==> src/rtl/text_terminal_writer.sv <==
// text_terminal_writer: turns UART bytes into text-buffer writes and owns the terminal cursor.
// Define CLEAR_ON_RESET_EN to sweep the whole screen with FILL_CHAR after every reset.
module text_terminal_writer #(
  parameter int COLS = 80,
  parameter int ROWS = 30,
  parameter logic [7:0] FILL_CHAR = 8'h20
) (
  input  logic        i_Clk,
  input  logic        w_Reset,
  input  logic [7:0]  i_Byte,
  input  logic        i_Ready,
  output logic        o_Release,
  input  logic        i_Cursor_Left,
  input  logic        i_Cursor_Right,
  input  logic        i_Cursor_Down,
  output logic [11:0] o_Wr_Addr,
  output logic [7:0]  o_Wr_Data,
  output logic        o_Wr_En,
  output logic [11:0] o_Cursor,
  output logic        o_Busy
);
  localparam int TOTAL = COLS * ROWS;
  localparam int CW = $clog2(COLS);
  localparam logic [11:0] LAST = 12'(TOTAL - 1);
  localparam logic [11:0] ROW_STEP = 12'(COLS);
  localparam logic [11:0] LAST_ROW = 12'(TOTAL - COLS);
  localparam logic [CW-1:0] LAST_COL = CW'(COLS - 1);
`ifdef CLEAR_ON_RESET_EN
  localparam logic BOOT_CLEAR = 1'b1;
`else
  localparam logic BOOT_CLEAR = 1'b0;
`endif

  typedef enum logic [1:0] {IDLE, WRITE, RELEASE, CLEAR} state_t;

  state_t          state_q, state_d;
  logic [11:0]     cursor_q, cursor_d, addr_q, addr_d;
  logic [CW-1:0]   col_q, col_d;
  logic [7:0]      byte_q, byte_d;
  logic            prev_ready_q, prev_ready_d, boot_q, boot_d;
  logic [11:0]     inc_cur, dec_cur, lf_cur, cr_cur;
  logic [CW-1:0]   inc_col, dec_col;
  logic            printable;

  // Column is tracked alongside the cursor so no divide is needed for CR.
  assign inc_cur = (cursor_q == LAST) ? '0 : cursor_q + 12'd1;
  assign inc_col = (col_q == LAST_COL) ? '0 : col_q + CW'(1);
  assign dec_cur = (cursor_q == '0) ? LAST : cursor_q - 12'd1;
  assign dec_col = (col_q == '0) ? LAST_COL : col_q - CW'(1);
  assign lf_cur = (cursor_q >= LAST_ROW) ? cursor_q - LAST_ROW : cursor_q + ROW_STEP;
  assign cr_cur = cursor_q - 12'(col_q);
  assign printable = !(byte_q inside {8'h00, 8'h08, 8'h0A, 8'h0C, 8'h0D});

  always_comb begin
    state_d = state_q;
    cursor_d = cursor_q;
    col_d = col_q;
    addr_d = addr_q;
    byte_d = byte_q;
    boot_d = boot_q;
    prev_ready_d = boot_q ? 1'b0 : i_Ready;
    case (state_q)
      IDLE:
        if (boot_q) begin
          state_d = CLEAR;
          addr_d = '0;
        end else if (i_Ready && !prev_ready_q) begin
          byte_d = i_Byte;
          state_d = WRITE;
        end else if (i_Cursor_Left) begin
          cursor_d = dec_cur;
          col_d = dec_col;
        end else if (i_Cursor_Right) begin
          cursor_d = inc_cur;
          col_d = inc_col;
        end else if (i_Cursor_Down) begin
          cursor_d = lf_cur;
        end
      WRITE: begin
        state_d = RELEASE;
        case (byte_q)
          8'h08: begin
            cursor_d = dec_cur;
            col_d = dec_col;
          end
          8'h0D: begin
            cursor_d = cr_cur;
            col_d = '0;
          end
          8'h0A: cursor_d = lf_cur;
          8'h0C: begin
            state_d = CLEAR;
            addr_d = '0;
          end
          8'h00: state_d = RELEASE;
          default: begin
            cursor_d = inc_cur;
            col_d = inc_col;
          end
        endcase
      end
      RELEASE: state_d = IDLE;
      CLEAR:
        if (addr_q == LAST) begin
          cursor_d = '0;
          col_d = '0;
          addr_d = '0;
          boot_d = 1'b0;
          state_d = boot_q ? IDLE : RELEASE;
        end else begin
          addr_d = addr_q + 12'd1;
        end
    endcase
  end

  always_ff @(posedge i_Clk) begin
    if (w_Reset) begin
      state_q <= IDLE;
      cursor_q <= '0;
      col_q <= '0;
      addr_q <= '0;
      byte_q <= '0;
      prev_ready_q <= 1'b0;
      boot_q <= BOOT_CLEAR;
    end else begin
      state_q <= state_d;
      cursor_q <= cursor_d;
      col_q <= col_d;
      addr_q <= addr_d;
      byte_q <= byte_d;
      prev_ready_q <= prev_ready_d;
      boot_q <= boot_d;
    end
  end

  assign o_Wr_En = (state_q == WRITE && printable) || state_q == CLEAR;
  assign o_Wr_Addr = (state_q == CLEAR) ? addr_q : (state_q == WRITE && printable) ? cursor_q : '0;
  assign o_Wr_Data = (state_q == CLEAR) ? FILL_CHAR : (state_q == WRITE && printable) ? byte_q : '0;
  assign o_Release = state_q == RELEASE;
  assign o_Busy = state_q != IDLE;
  assign o_Cursor = cursor_q;
endmodule

==> config.mk <==
export PLATFORM = sky130hd
export DESIGN_NAME = text_terminal_writer
export DESIGN_NICKNAME = d
export VERILOG_FILES = /design/src/rtl/text_terminal_writer.sv
export SDC_FILE = /design/constraint.sdc
export NUM_CORES = 1
export LEC_CHECK = 0
export BUFFER_PORTS_ARGS = -buffer_cell sky130_fd_sc_hd__buf_2
export CORE_UTILIZATION = 30
export CTS_CLUSTER_SIZE = 25
export DETAILED_ROUTE_END_ITERATION = 7
export HOLD_SLACK_MARGIN = 0.03
export PLACE_DENSITY_LB_ADDON = 0.12
export SYNTH_ARGS = -nofsm -noshare
export SYNTH_HDL_FRONTEND = slang
export SYNTH_SLANG_ARGS = --single-unit
==> constraint.sdc <==
create_clock -name i_Clk -period 2.75 [get_ports i_Clk]
set_input_delay 0.6875 -clock i_Clk [delete_from_list [all_inputs] [get_ports i_Clk]]
set_output_delay 0.6875 -clock i_Clk [all_outputs]
set_load 0.05 [all_outputs]
==> parameters.txt <==
Parameter                              Value

Status
  Outcome ... finished clean

Pwr
  Sequential share of power ... between 20 and 30%
  Static leakage power ... 2.01 nW
  Worst voltage drop across the vdd grid ... 265 uV
  Combinational fraction of design power ... 54.0%
  Cell internal power dissipation ... 1.63 mW
  Total Power ... 3.06 mW
  Switching pwr ... ~1.4 mW
  Power density relative to cell area ... between 500 and 600 nW/um^2
  Fraction of power spent switching nets ... between 40% and 50%
  Clock share of power ... 20.7%

Global route
  Total overflow reported by the global router ... 0
  Overall routing resource usage ... between 20% and 30%
  First-pass GRT wire length ... 26400 um
  Initial antenna violation count ... 0
  Number of global-route vias before repair ... 4591
  Pin count of the biggest net entering global routing ... 26

Detailed routing
  Routed wirelength normalized by instance count ... roughly 20 um
  ANT nets after route ... 0
  Router iterations before antenna repair ... 5
  Vias per Instance ... 5.79
  Final routed DRC violation total ... 0
  Total Wirelength ... 17000 um
  Total vias in the final route ... 4909
  Iteration-0 DRC Markers ... 338

STA
  Worst Max-Slew Pin Slew ... 0.798 ns
  Period Utilization, post-route ... between 90% and 100%
  Headroom to the max-slew limit ... 46.7%
  Maximum frequency from static timing analysis ... 384 MHz
  Clock skew after layout ... around 0.01 ns
  Setup TNS Final ... 0 ns
  Hold Fails Final Rpt ... 0
  Finish-stage setup viols ... 0
  Unrepaired setup endpoints after global routing ... no
  Final-report max-slew violation count ... 0
  Clock period minus final worst setup slack ... 2.61 ns

Clock network
  Post-CTS Setup Bufs ... 0
  H-tree levels ... 2
  Clock tree from TritonCTS ... yes
  CTS root buf ... clkbuf_16
  Clk Latency, worst-skew pair ... 0.30 ns
  Clock buffer count from CTS ... 5
  Hold buffer count at cts ... 0
  PostCTS Resize Cnt ... 0
  Number of sinks driven by the clock tree ... 42
  Reg clk slew, reported paths ... 0.07 ns
  Clock Path Buffers ... 2

Synth
  Synth Register Bits ... 42
  EDFF count, synth ... 0
  Count of synthesis-stage warnings from yosys ... 0
  Number of instances in the synthesized netlist ... 602
  Syn Nets ... 634
  Average size of a mapped cell ... around 7.4 sq um
  Distinct cells, synth ... 87
  Most instantiated library cell after synthesis ... nor2_1
  Most frequent cells after synthesis ... 58 x nor2_1, 52 x a21oi_1, 50 x nand2_1
  Cell types with the largest area share after synthesis ... dfxtp_1 19%, a21oi_1 5.9%, nor2_1 4.9%, ha_1 4.8%, xnor2_1 4.3%
  Synth area leader ... dfxtp_1
  Most common flop cell mapped by yosys ... dfxtp_1
  Synthesized area ... 4440 sq um
  Fraction of post-synthesis cell area in the top cell type by area ... 18.9%
  Proportion of synthesized chip area in sequential cells ... about a fifth
  Share of async-settable or async-resettable flops after synthesis ... 0%

Layout
  Combined area of the multi-input logic cells ... 3210 sq um
  Sequential cell area ... approximately 840 sq um
  Fill cell instance count of the final layout ... between 1500 and 2000
  Fin area ... 5120 sq um
  Finished Layout Cells ... 848
  Layout cell share with drive strength beyond 1 ... 20.5%
  Final core area utilization ... between 30% and 40%
  Number of nets in the final layout ... 695
  Number of antenna cells inserted ... 0
  Synth-to-Final Area Change ... 15.5%

Critical path
  Cells traversed along the worst timing path ... nor2_1 -> a21oi_1 -> o21ai_0 -> a21oi_1 -> buf_4 -> nand2_1 -> o21ai_0 -> buf_2
  Crit-path slowest cell ... dfxtp_1
  Arrival time at the worst endpoint ... 1.92 ns
  Worst EP required ... 2.06 ns
  Critical Path Sink Type ... output port
  Count of buffering cells on the critical path with inverters included ... 2
  Type of the worst setup path ... reg2out
  CP startpoint kind ... flop
  Top cell family by delay on the critical path ... buffers and inverters
  Slowest Stage Delay on Critical Path ... 0.44 ns
  Crit-path max FO ... 17

Place
  Final GP Congestion ... 0.940
  Placed standard-cell area ... around 5000 sq um
  Post-DP HPWL ... 12700 um
  Count of port buffers added during placement ... 48
  Number of instances in the placed design ... 840

Die
  Overall die height ... 124 um
  Starting density of the core ... a little under a third
  Ports placed on the boundary ... about 50
  Core Box Area ... 14500 sq um
  Die outline width ... ~120 um
  Die Footprint ... 15300 sq um
  Num rows ... 44

Job
  MaxCap Viol Count ... 0

Hold path
  Worst hold path type ... reg2reg
power by group through the flow:
stage          logic, mW  clock network [mW]  registers (mW)
4_1_cts             1.63               0.656           0.771
6_report            1.66               0.634           0.775
2_1_floorplan       1.14                   0           0.829
3_5_place_dp        1.62                   0           0.785
3_3_place_gp        1.62                   0           0.783
5_1_grt             1.80               0.680           0.785
registers in the layout (all words and copies together), names as in the netlist:
signal,flops
col_q,7
state_q,2
byte_q,8
addr_q,12
o_Cursor,12
prev_ready_q,1
logic make-up after synthesis:
family                   count (synthesis)  synth area share [%]
buffers and inverters                   66                  9.08
flip-flops                              42                  18.9
AO/OA/AOI/OAI                          195                  29.3
XOR/XNOR                                34                  6.71
multiplexers                             4                 0.987
AND/OR/NAND/NOR                        243                  29.7
adder cells (fa/ha/maj)                 18                  5.24
stage by stage:
| stage | hold slack [ns] | worst slack, ns |
|---|---|---|
| 2_1_floorplan | 0.444 | 0.0445 |
| 3_3_place_gp | 0.475 | 0.218 |
| 3_5_place_dp | 0.474 | 0.203 |
| 4_1_cts | 0.487 | 0.131 |
| 5_1_grt | 0.501 | 0.0123 |
| 6_report | 0.482 | 0.143 |
routing by layer:
metal	wire, um	up-vias	share of wire, %	global-route usage, %
met5	0	-	0	0
met4	461	0	2.7	8.51
met3	1320	31	7.8	3.62
met2	7730	205	45	35.9
met1	7500	2317	44	31.3
li1	-	2356	-	-
path summary, 6_finish.rpt:
| check | start | endpoint | slack (ns) | cells after the start |
|---|---|---|---|---|
| worst min register to register | byte_q[4] | byte_q[4] | 0.48 | 2 |
| worst min-delay path | byte_q[4] | byte_q[4] | 0.48 | 2 |
| worst max-delay path | byte_q[0] | o_Wr_Addr[10] | 0.14 | 8 |
| worst max register to register | o_Cursor[3] | o_Cursor[9] | 0.18 | 8 |
worst reg2reg max path: cells and delay by family, from the launching register on:
kind                     cells  cell delay (ns)
XOR/XNOR                     1             0.19
adder cells (fa/ha/maj)      1             0.35
AND/OR/NAND/NOR              2             0.39
AO/OA/AOI/OAI                4             1.00
flip-flops                   1             0.55
cells in the final DEF, fill, tap and decap left out, types with 7 or more instances in the layout:
master / instances
a21oi_1: 52
a211oi_1: 9
a31oi_1: 10
o22ai_1: 8
a22o_1: 12
nor2_1: 58
and2_1: 10
o211ai_1: 7
o21ai_0: 37
buf_2: 48
buf_4: 50
ha_1: 17
nand4_1: 11
dfxtp_1: 40
nand3_1: 25
xnor2_1: 22
xor2_1: 12
inv_1: 21
nand2_1: 50
a311oi_1: 7
nor3_1: 23
cell type report:
class                           count  share of cell area [%]
Sequential cell                    42                    16.5
Inverter                           22                    1.61
Tap cell                          184                    4.49
Clock inverter                      2                   0.269
Timing Repair Buffer               98                    12.0
Multi-Input combinational cell    494                    62.6
Clock buffer                        6                    2.51
Power figures use the tool's default switching activity.
